## src/rtl/divider_unit_if.sv

```systemverilog
// Request/response bundle between the execute stage and the iterative divider.
// The master issues divide requests; the slave (the divider) answers with ready/done/result.
interface divider_unit_if;
  logic        flush;
  logic        valid;
  logic        ready;
  logic [63:0] a;
  logic [63:0] b;
  logic        is_signed;
  logic        is_rem;
  logic        is_word;
  logic        done;
  logic [63:0] result;

  modport master (
    output flush, valid, a, b, is_signed, is_rem, is_word,
    input  ready, done, result
  );

  modport slave (
    input  flush, valid, a, b, is_signed, is_rem, is_word,
    output ready, done, result
  );
endinterface

```

## src/rtl/divider_unit.sv

```systemverilog
// Iterative restoring radix-2 divider for the RV64 M-extension DIV/REM family.
// Divide-by-zero and signed overflow bypass the 64-cycle loop and complete on the accept edge.
module divider_unit (
  input  logic          clk,
  input  logic          reset,
  divider_unit_if.slave dif
);

  typedef enum logic [1:0] {
    IDLE = 2'd0,
    BUSY = 2'd1,
    DONE = 2'd2
  } state_t;

  state_t      state_r;
  state_t      state_nxt_s;
  logic [6:0]  cnt_r;
  logic [63:0] quo_r;
  logic [63:0] rem_r;
  logic [63:0] dvs_r;
  logic [63:0] result_r;
  logic        neg_q_r;
  logic        neg_r_r;
  logic        is_rem_r;
  logic        is_word_r;
  logic        done_r;
  logic        ready_r;

  logic        accept_s;
  logic        div_zero_s;
  logic        ovf_s;
  logic        special_s;
  logic        last_iter_s;
  logic [63:0] abs_a_s;
  logic [63:0] abs_b_s;
  logic [63:0] spec_sel_s;
  logic [63:0] spec_res_s;
  logic [64:0] shift_s;
  logic [63:0] quo_nxt_s;
  logic [63:0] rem_nxt_s;
  logic [63:0] final_sel_s;
  logic [63:0] final_res_s;

  function automatic logic [63:0] neg_if(input logic [63:0] v, input logic n);
    if (n) begin
      neg_if = 64'd0 - v;
    end else begin
      neg_if = v;
    end
  endfunction

  // W results are always the low word sign-extended, even for the unsigned variants.
  function automatic logic [63:0] fmt_res(input logic [63:0] v, input logic w);
    if (w) begin
      fmt_res = {{32{v[31]}}, v[31:0]};
    end else begin
      fmt_res = v;
    end
  endfunction

  assign dif.ready  = ready_r;
  assign dif.done   = done_r;
  assign dif.result = result_r;

  // Request decode: acceptance, special-case detection and operand magnitudes.
  always_comb begin
    accept_s = (state_r == IDLE) && dif.valid && !dif.flush;
    if (dif.is_word) begin
      div_zero_s = (dif.b[31:0] == 32'd0);
      ovf_s      = dif.is_signed && (dif.a[31:0] == 32'h8000_0000) &&
                   (dif.b[31:0] == 32'hFFFF_FFFF);
    end else begin
      div_zero_s = (dif.b == 64'd0);
      ovf_s      = dif.is_signed && (dif.a == 64'h8000_0000_0000_0000) &&
                   (dif.b == 64'hFFFF_FFFF_FFFF_FFFF);
    end
    special_s = div_zero_s || ovf_s;
    abs_a_s   = neg_if(dif.a, dif.is_signed & dif.a[63]);
    abs_b_s   = neg_if(dif.b, dif.is_signed & dif.b[63]);
    if (dif.is_rem) begin
      spec_sel_s = div_zero_s ? dif.a : 64'd0;
    end else begin
      spec_sel_s = div_zero_s ? 64'hFFFF_FFFF_FFFF_FFFF : dif.a;
    end
    spec_res_s = fmt_res(spec_sel_s, dif.is_word);
  end

  // One restoring step plus sign/word fix-up of the value it would produce.
  always_comb begin
    shift_s = {rem_r, quo_r[63]};
    if (shift_s >= {1'b0, dvs_r}) begin
      rem_nxt_s = shift_s[63:0] - dvs_r;
      quo_nxt_s = {quo_r[62:0], 1'b1};
    end else begin
      rem_nxt_s = shift_s[63:0];
      quo_nxt_s = {quo_r[62:0], 1'b0};
    end
    if (is_rem_r) begin
      final_sel_s = neg_if(rem_nxt_s, neg_r_r);
    end else begin
      final_sel_s = neg_if(quo_nxt_s, neg_q_r);
    end
    final_res_s = fmt_res(final_sel_s, is_word_r);
    last_iter_s = (cnt_r == 7'd63);
  end

  // Next-state logic; flush wins over both acceptance and completion.
  always_comb begin
    state_nxt_s = state_r;
    case (state_r)
      IDLE: begin
        if (accept_s) begin
          state_nxt_s = special_s ? DONE : BUSY;
        end else begin
          state_nxt_s = IDLE;
        end
      end
      BUSY: begin
        if (dif.flush) begin
          state_nxt_s = IDLE;
        end else if (last_iter_s) begin
          state_nxt_s = DONE;
        end else begin
          state_nxt_s = BUSY;
        end
      end
      DONE:    state_nxt_s = IDLE;
      default: state_nxt_s = IDLE;
    endcase
  end

  // State register with handshake outputs registered from the next state.
  always_ff @(posedge clk) begin
    if (reset) begin
      state_r <= IDLE;
      done_r  <= 1'b0;
      ready_r <= 1'b1;
    end else begin
      state_r <= state_nxt_s;
      done_r  <= (state_nxt_s == DONE);
      ready_r <= (state_nxt_s == IDLE);
    end
  end

  // Datapath: operand capture, iteration, and result update on entry to DONE.
  always_ff @(posedge clk) begin
    if (reset) begin
      cnt_r     <= 7'd0;
      quo_r     <= 64'd0;
      rem_r     <= 64'd0;
      dvs_r     <= 64'd0;
      result_r  <= 64'd0;
      neg_q_r   <= 1'b0;
      neg_r_r   <= 1'b0;
      is_rem_r  <= 1'b0;
      is_word_r <= 1'b0;
    end else begin
      case (state_r)
        IDLE: begin
          if (accept_s) begin
            cnt_r     <= 7'd0;
            quo_r     <= abs_a_s;
            rem_r     <= 64'd0;
            dvs_r     <= abs_b_s;
            neg_q_r   <= dif.is_signed & (dif.a[63] ^ dif.b[63]);
            neg_r_r   <= dif.is_signed & dif.a[63];
            is_rem_r  <= dif.is_rem;
            is_word_r <= dif.is_word;
            if (special_s) begin
              result_r <= spec_res_s;
            end
          end
        end
        BUSY: begin
          if (!dif.flush) begin
            cnt_r <= cnt_r + 7'd1;
            quo_r <= quo_nxt_s;
            rem_r <= rem_nxt_s;
            if (last_iter_s) begin
              result_r <= final_res_s;
            end
          end
        end
        default: begin
        end
      endcase
    end
  end

endmodule

```

## src/flat_wrapper.sv

```systemverilog
// flat-port wrapper written by rule: the top's interface ports become plain ports
module divider_unit_flat 
  (clk, reset, dif_flush, dif_valid, dif_a, dif_b, dif_is_signed, dif_is_rem, dif_is_word, dif_ready, dif_done, dif_result);
  divider_unit_if dif_i ();
  input  logic clk;
  input  logic reset;
  input wire logic [$bits(dif_i.flush)-1:0] dif_flush;
  input wire logic [$bits(dif_i.valid)-1:0] dif_valid;
  input wire logic [$bits(dif_i.a)-1:0] dif_a;
  input wire logic [$bits(dif_i.b)-1:0] dif_b;
  input wire logic [$bits(dif_i.is_signed)-1:0] dif_is_signed;
  input wire logic [$bits(dif_i.is_rem)-1:0] dif_is_rem;
  input wire logic [$bits(dif_i.is_word)-1:0] dif_is_word;
  output wire logic [$bits(dif_i.ready)-1:0] dif_ready;
  output wire logic [$bits(dif_i.done)-1:0] dif_done;
  output wire logic [$bits(dif_i.result)-1:0] dif_result;
  assign dif_i.flush = dif_flush;
  assign dif_i.valid = dif_valid;
  assign dif_i.a = dif_a;
  assign dif_i.b = dif_b;
  assign dif_i.is_signed = dif_is_signed;
  assign dif_i.is_rem = dif_is_rem;
  assign dif_i.is_word = dif_is_word;
  assign dif_ready = dif_i.ready;
  assign dif_done = dif_i.done;
  assign dif_result = dif_i.result;
  divider_unit u_core (.clk(clk), .reset(reset), .dif(dif_i));
endmodule
```

## config.mk

```make
export PLATFORM = sky130hd
export DESIGN_NAME = divider_unit_flat
export DESIGN_NICKNAME = d
export VERILOG_FILES = /design/src/rtl/divider_unit_if.sv /design/src/rtl/divider_unit.sv /design/src/flat_wrapper.sv
export SDC_FILE = /design/constraint.sdc
export NUM_CORES = 1
export LEC_CHECK = 0
export BUFFER_PORTS_ARGS = -buffer_cell sky130_fd_sc_hd__buf_2
export CAP_MARGIN = 20
export CORE_ASPECT_RATIO = 1.4
export CORE_MARGIN = 1.5
export CORE_UTILIZATION = 30
export DETAILED_ROUTE_END_ITERATION = 7
export GPL_ROUTABILITY_DRIVEN = 0
export GPL_TIMING_DRIVEN = 0
export PLACE_DENSITY = 0.48
export SYNTH_ARGS = -nofsm -noshare
export SYNTH_HDL_FRONTEND = slang
export SYNTH_SLANG_ARGS = --single-unit
```

## constraint.sdc

```tcl
create_clock -name clk -period 8.6 [get_ports clk]
set_input_delay 1.72 -clock clk [delete_from_list [all_inputs] [get_ports clk]]
set_output_delay 1.72 -clock clk [all_outputs]
set_load 0.01 [all_outputs]
```

# [After elaboration in Yosys (flattened, before gate mapping)]
# Cells that the tools add are included.
[totals] ff_bits=271 elab_cells=83 in_bits=135 out_inout_bits=66
[op_classes] n_addsub=6 muxes=33 bitwise=4 eq_ne=11 n_reduce_logical=16 order_cmp=1
[op_table] cell="$mux 64" count=19
[op_table] cell="$pmux 64 s2" count=3
[op_table] cell="$sub 1x64->64 const A" count=4
[op_table] cell="$eq 64x64->1 const B" count=2
[op_table] cell="$ge 65x64->1" count=1
[op_table] cell="$eq 32x32->1 const B" count=2
[op_table] cell="$logic_not 64->1" count=1
[op_table] cell="$sub 64x64->64" count=1
[op_table] cell="$logic_not 32->1" count=1
[op_table] cell="$mux 7" count=2
[op_table] cell="$pmux 7 s2" count=1
[op_table] cell="$mux 2" count=4
[op_table] cell="$add 7x1->7 const B" count=1
[op_table] cell="$eq 7x6->1 const B" count=1
[op_table] cell="$logic_and 1x1->1" count=6
[op_table] cell="$ne 2x1->1 const B" count=3
[op_table] cell="$reduce_and 5->1" count=1
[op_table] cell="$logic_not 2->1" count=2
[op_table] cell="$pmux 2 s2" count=1
[op_table] cell="$and 1x1->1" count=3
[op_table] cell="$mux 1" count=3
[op_table] cell="$reduce_and 3->1" count=1
[op_table] cell="$eq 2x1->1 const B" count=1
[op_table] cell="$eq 2x2->1 const B" count=1
[op_table] cell="other kinds (6)" count=6

# [Depth between registers and ports, before layout]
# Gate-level depths: netlist of the first run.
[depth] word_depth=9 depth_mapped=27

# [Least setup slack after synthesis of the first run]
# OpenSTA, ideal clock, no wires.
[synth_timing] path_type="register -> register" start="register u_core.dvs_r[2]" end="register u_core.result_r[58], in the netlist u_core.dif.result[58]" t_required_ps=8483 path_stages_with_launch=26 n_path_buf=6 period_less_slack_ps=5941 path_slack_ps=2659 setup_time_ps=117 arrival_ps=5824 cell_sequence="dfxtp_1 > inv_1 > ha_1 > clkbuf_1 > nand4_1 > or3_1 > or4b_1 > o31ai_2 > a311oi_1 > nand2_1 > buf_2 > buf_2 > buf_2 > buf_2 > buf_2 > mux2i_1 > ha_1 > nand4_1 > a2111oi_0 > o2111ai_1 > o31ai_2 > o2111a_2 > nand2_1 > o21ba_2 > or3_1 > a32o_1"
[synth_via] elab_chain_len=9
[synth_rtl] element="from (decl)" line_no="divider_unit.sv:20" source="logic [63:0] dvs_r;"
[synth_rtl] element="from (signal assigned)" line_no="divider_unit.sv:164" source="dvs_r <= abs_b_s;"
[synth_rtl] element="$sub 64x64->64 / $ge 65x64->1 (equally long branches)" line_no="divider_unit.sv:92, divider_unit.sv:91"
[synth_rtl] element="$mux 64 / $mux 1 (equally long branches)" line_no="divider_unit.sv:91" source="if (shift_s >= {1'b0, dvs_r}) begin"
[synth_rtl] element="$sub 1x64->64" line_no="divider_unit.sv:46" source="neg_if = 64'd0 - v;"
[synth_rtl] element="$mux 64" line_no="divider_unit.sv:45" source="if (n) begin"
[synth_rtl] element="$mux 64 *" line_no="divider_unit.sv:98" source="if (is_rem_r) begin"
[synth_rtl] element="$mux 64 *" line_no="divider_unit.sv:54" source="if (w) begin"
[synth_rtl] element="$mux 64 *" line_no="divider_unit.sv:179" source="if (last_iter_s) begin"
[synth_rtl] element="$mux 64 *" line_no="divider_unit.sv:175" source="if (!dif.flush) begin"
[synth_rtl] element="$pmux 64 s2 *" line_no="divider_unit.sv:158" source="case (state_r)"
[synth_rtl] element="to (signal assigned)" line_no="divider_unit.sv:170" source="result_r <= spec_res_s;"
[synth_rtl] element="to (signal assigned)" line_no="divider_unit.sv:180" source="result_r <= final_res_s;"
[synth_rtl] element="to (decl)" line_no="divider_unit.sv:21" source="logic [63:0] result_r;"
# Every way passes the cells marked *; elsewhere a longest branch is shown, timed or not. The select of a mux whose other input is x is not followed.
# A chain may end at the register's enable or synchronous reset.

# [Worst setup path in the final report of the first run]
[layout_timing] start="register u_core.dvs_r[52]" end="register u_core.result_r[54], in the netlist u_core.dif.result[54]"
# Same word-level chain as after synthesis.

==> results of run 1 <==
path summary, 6_finish.rpt:
kind                            to  cells after the start        startpoint
max          u_core.dif.result[54]                     25  u_core.dvs_r[52]
min               u_core.dvs_r[62]                      2  u_core.dvs_r[62]
max reg2reg  u_core.dif.result[54]                     25  u_core.dvs_r[52]
min reg2reg       u_core.dvs_r[62]                      2  u_core.dvs_r[62]
what timing repair did:
item | CTS | global route
endpoints found under the setup margin | 9 | 16
resized for setup | 6 | 9
pin swaps | 0 | 0
hold buffers | 0 | 0
cell usage after synthesis (all sizes together), types with 35 or more instances:
cell type and count:
xnor2 123, a21oi 335, buf 48, xor2 107
nand3 68, o31ai 66, o21ai 247, ha 70
nand4 66, or3 52, o41ai 36, mux2i 41
dfxtp 271, nand2 362, o21a 52, inv 104
a211oi 147, o211ai 50, clkbuf 208, nor3 81
a21o 35, nor2 484, or4 47, a22oi 48
nor4 58
cells by family (layout without fill, tap and decap cells):
| group | after synthesis | in the layout |
|---|---|---|
| fa+ha+maj | 96 | 96 |
| xor+xnor | 230 | 230 |
| flops | 271 | 271 |
| buf+inv | 361 | 619 |
| mux | 54 | 54 |
| simple gates | 1393 | 1393 |
| other cells | 0 | 3 |
| compound gates | 1225 | 1225 |
registers in the layout (all words and copies together), names as in the netlist:
name               count
u_core.cnt_r           7
u_core.dif.done        1
u_core.dif.ready       1
u_core.dif.result     64
u_core.dvs_r          64
u_core.is_rem_r        1
u_core.is_word_r       1
u_core.neg_q_r         1
u_core.neg_r_r         1
u_core.quo_r          64
u_core.rem_r          64
u_core.state_r         2
power by group:
group,switching (mW),internal (mW),total (mW)
logic,0.800,0.335,1.14
clock network,0.642,0.888,1.53
registers,0.0529,1.30,1.35
total,1.50,2.52,4.02
metal layers:
| metal | global-route usage [%] | wire, um |
|---|---|---|
| met4 | 25.4 | 13500 |
| met3 | 3.69 | 7580 |
| met1 | 34.4 | 51400 |
| met2 | 53.1 | 64900 |
| met5 | 0 | 0 |
stage by stage:
| step | instance area (um^2) | worst slack [ns] | total power [mW] |
|---|---|---|---|
| floorplan | 25300 | 2.66 | 2.05 |
| global placement | 27600 | -0.662 | 2.47 |
| detailed placement | 27700 | -0.580 | 2.48 |
| CTS | 28800 | 0.0990 | 4.00 |
| global route | 28900 | 0.0705 | 4.16 |
| finish | 28900 | 0.301 | 4.02 |
critical path, stage by stage, from the launching register on:
cell      delay [ns]
dfxtp_1         0.33
inv_1           0.24
ha_1            0.37
buf_2           0.19
nand2_1         0.21
or3_1           0.47
or4b_1          0.54
o31ai_2         0.28
a311oi_2        0.14
nand2_1         0.16
buf_2           0.30
buf_2           0.40
clkbuf_4        0.37
buf_4           0.31
buf_4           0.33
mux2i_1         0.36
ha_1            0.35
nand4_1         0.23
a211oi_1        0.25
nand4b_1        0.16
o41ai_1         0.52
o21ai_1         0.21
or4_4           0.62
or4_1           0.54
a21oi_1         0.16
o21ai_1         0.11
cell type report:
type | count | area [um^2] | area share, %
multi-input cells | 2998 | 18500 | 64.2
plain buffers | 256 | 1030 | 3.55
clock inverters | 11 | 111 | 0.386
well taps | 1079 | 1350 | 4.68
inverters | 105 | 394 | 1.37
flip-flops and latches | 271 | 5430 | 18.8
clock buffers | 49 | 1020 | 3.54
repair buffers | 198 | 998 | 3.46
diodes | 3 | 7.51 | 0.0260
==> run summary, run 1 <==
run status - complete, no violations
Tcrit/Tclk final - 96.5%
die width - 249 um
DRT Wirelength - 137000 um
Layout Nets - 4071
Critical Path Source Type - flip-flop
via count - 29800
pin count of the biggest net entering global routing - 13
fillers - 9224
Die Y - 347 um
Leak - 10.9 nW
global-route wire length before repair - 198000 um
multiplexer share of the synthesized area - 2.20%
CTS sink cnt - 271
Power Dens Cells - 139 mW/mm^2
Cell Rows - 125
Worst Tran Pin Value - 1.18 ns
I/O Buffers - 195
mapped cell area - 0.0253 mm^2
htree depth - 2
TritonCTS buffer count - 35
min Tclk post-route - 8.30 ns
vias in the first global route - 28600
Placeable Area - 0.0834 mm^2
CTS tree - yes
Simple-Gate Fraction of Synth Area - 26.3%
most common cell after layout, fill and taps aside - nor2_1
relative slew slack - 21.4%
Tightest Hold Check Type - reg -> reg
top cells by area, synth - dfxtp_1, nor2_1, a21oi_1
DRC - 0
share of layout cells above drive strength 1 - 9.28%
Worst Path Required - 9.05 ns
WL/cell - 27.6 um
Worst Setup Path Type - reg -> reg
postcts setup bufs - 0
Final Non-Filler Cells - 4970
final setup violation count - 0
post-synth top area share - 21.4%
Async S/R FF share, synth - 0%
RSZ-0062 raised after global routing - false
DP HPWL - 111000 um
synth unique cells - 103
number of flops mapped to enable cells by yosys - 0
core occupancy in the finished layout - 34.6%
register area share after synthesis - 21.4%
DP Cell Count - 4906
adder-cell share of the synthesized area - 4.53%
Synth Net Count - 3836
CTS max path bufs - 3
io pins - 201
die area - 0.0862 mm^2
CTS clock-pin slew for the worst setup and hold paths - 0.06 ns
Critical Path Fanout Max - 10
Final Hold Fails - 0
maxcap violations - 0
initial core utilization - 30.4%
antenna viol nets, final - 0
CP endpoint kind - flip-flop
Post-Synthesis Cells - 3630
DRT Pass-1 Iters - 5
Main synth FF type - dfxtp_1
most frequent cells in the layout - nor2_1, nand2_1, a21oi_1
Seq cells post-synth - 271
Post-Synth XOR/XNOR Area - 7.96%
Worst VDD drop - 0.124 mV
main combinational cell family by area after synthesis - compound AO/OA/AOI/OAI gates
gr ovfl total - 0
drt via density - 6.00
compound-gate portion of the synthesized area - 32.1%
Mapped Avg Cell Area - 6.98 um^2
initial antenna violation count - 0
Root Buffer - clkbuf_16
clock skew - 0.0255 ns
area grow syn2layout - 14.0%
worst hold slack - 0.450 ns
Overall Global Routing Usage - 30.9%
Syn. warnings - 0
later-pin clock latency in the skew report - 0.58 ns
Reg2Reg Setup Slack - 0.30 ns
setup TNS - 0 ns
fmax - 0.120 GHz
Arrival @ worst endpoint - 8.75 ns
Final Max Slew Viols - 0
post-synth top area cell - dfxtp_1
starting DRC count in detailed routing - 2501
Power figures use the tool's default switching activity.
==> run 2, diff against run 1 <==
- ABC_AREA: not set -> 1
==> run 2 against run 1 <==
Non-clock buffer count shrank 47. Combinational power increased by 7%. Sequential cell count unchanged. Maximum frequency rose by 25%. Synthesized area is 7.2% higher. Clock-buffer cell count down 7. Hold slack improved by 0.010 ns. Wire length up 5.4%. Die area up 7.1%. Core utilization is 0.19 points lower. First-iteration DRC count is 8.3% higher. Critical endpoint unchanged. Highest routed layer is now met5.
==> run summary, run 2 <==
DRT Pass-1 Iters - 6
pin count of the biggest net entering global routing - 14
Worst VDD drop - 0.169 mV
Final Max Slew Viols - 0
mapped cell area - 0.0271 mm^2
register area share after synthesis - 20.0%
htree depth - 2
setup TNS - 0 ns
Critical Path Source Type - flip-flop
CTS clock-pin slew for the worst setup and hold paths - 0.06 ns
register area - 0.00543 mm^2
Leak - 15.2 nW
share of layout cells above drive strength 1 - 7.42%
Syn. warnings - 0
initial core utilization - 30.3%
Critical Path Fanout Max - 10
most frequent cells after synthesis - nand2_1, inv_1, nor2_1, a21oi_1, o21ai_0
Root Buffer - clkbuf_16
Worst Setup Path Type - reg -> reg
area grow syn2layout - 13.7%
Worst Path Required - 9.06 ns
Layout Nets - 5373
multiplexer share of the synthesized area - 0%
main combinational cell family by area after synthesis - simple AND/OR/NAND/NOR gates
Seq cells post-synth - 271
CP peak stage delay - 0.51 ns
Async S/R FF share, synth - 0%
run status - complete, no violations
post-synth top area cell - nand2_1
TritonCTS buffer count - 35
DRT Wirelength - 145000 um
WL/cell - 22.7 um
synth unique cells - 57
RSZ-0062 raised after global routing - false
Setup WS post-layout - 1.94 ns
Simple-Gate Fraction of Synth Area - 39.6%
Post-Synthesis Cells - 4930
CTS tree - yes
most frequent cells in the layout - nand2_1, inv_1, nor2_1
Tightest Hold Check Type - reg -> reg
Overall Power - 4.16 mW
# hold bufs at CTS - 0
final setup violation count - 0
most common cell after layout, fill and taps aside - nand2_1
die width - 257 um
post-synth top area share - 21.0%
Power Dens Cells - 135 mW/mm^2
postcts setup bufs - 0
fillers - 10400
global-route wire length before repair - 208000 um
compound-gate portion of the synthesized area - 19.1%
cell mode on critical path - nand2_1
clock skew - 0.0474 ns
DP HPWL - 122000 um
Cell Rows - 130
Synth Net Count - 5136
Die Y - 359 um
starting DRC count in detailed routing - 2709
min Tclk post-route - 6.66 ns
Slowest-stage cell, CP - nor3_1
pre-CTS setup slack - 1.95 ns
adder-cell share of the synthesized area - 4.59%
maxcap violations - 0
Arrival @ worst endpoint - 7.12 ns
Multi-input gate area - 0.0182 mm^2
drt via density - 5.23
via count - 33400
Overall Global Routing Usage - 30.4%
Main synth FF type - dfxtp_1
ant diodes - 0
top cells by area, synth - nand2_1, dfxtp_1, inv_1
initial antenna violation count - 1
Post-Synth XOR/XNOR Area - 3.65%
antenna viol nets, final - 0
fmax - 0.150 GHz
most frequent cell after synthesis - nand2_1
Tcrit/Tclk final - 77.4%
gr ovfl total - 0
number of flops mapped to enable cells by yosys - 0
Worst Tran Pin Value - 1.30 ns
DRC - 0
io pins - 201
Final Hold Fails - 0
cts repair resizes - 0
die area - 0.0923 mm^2
CP endpoint kind - flip-flop
relative slew slack - 13.3%
Mapped Avg Cell Area - 5.51 um^2
later-pin clock latency in the skew report - 0.60 ns
vias in the first global route - 32000
I/O Buffers - 195
CTS sink cnt - 271
Placeable Area - 0.0896 mm^2
CTS max path bufs - 3
==> run 2: cell type report <==
class                   count  share of cell area (%)
clock inverters            19                   0.762
well taps                1188                    4.82
repair buffers            200                    3.32
clock buffers              42                    3.12
plain buffers             207                    2.96
inverters                 708                    8.61
flip-flops and latches    271                    17.6
multi-input cells        3744                    58.8
==> run 2: report_power, final <==
part,internal [mW],switching [mW],total [mW],leakage [nW]
registers,1.30,0.0457,1.35,2.20
clock network,0.926,0.664,1.59,0.572
logic,0.320,0.904,1.22,12.4
==> run 2: path summary, 6_finish.rpt <==
kind | startpoint | endpoint | slack (ns) | cells after the start
max reg2reg | u_core.rem_r[1] | u_core.dif.result[54] | 1.94 | 34
min | u_core.dif.result[55] | u_core.dif.result[55] | 0.46 | 2
max | u_core.rem_r[1] | u_core.dif.result[54] | 1.94 | 34
min reg2reg | u_core.dif.result[55] | u_core.dif.result[55] | 0.46 | 2
==> run 2: metal layers <==
metal	GRT usage, %	up-vias	share of wire [%]
met5	0	-	0.0090
met4	27.5	2	11
met3	3.46	461	4.8
met2	53.5	1232	48
met1	31.7	15300	36
li1	-	16400	-
==> run 2: per-stage QoR <==
step	hold slack, ns	area (um^2)	util (%)	instances
2_1_floorplan	0.445	27100	-	4930
3_3_place_gp	0.455	29600	33.0	6313
3_5_place_dp	0.455	29700	33.1	6318
4_1_cts	0.465	30900	34.4	6379
5_1_grt	0.482	30900	34.4	6379
6_report	0.461	30900	34.4	6379
==> run 2: worst max-delay path, delay by kind of cell (launching register included) <==
kind | cells | cell delay (ns)
and+or+nand+nor | 23 | 3.88
DFF | 1 | 0.47
adders and majority gates | 2 | 0.61
AOI/OAI and AO/OA | 3 | 0.65
buffers and inverters | 6 | 0.89
==> run 2: logic make-up (layout without fill, tap and decap cells) <==
group | after synthesis | count (layout)
xor gates and xnor gates | 113 | 113
AOI/OAI and AO/OA | 942 | 942
adders and majority gates | 106 | 106
buffers and inverters | 915 | 1176
DFF | 271 | 271
and+or+nand+nor | 2583 | 2583
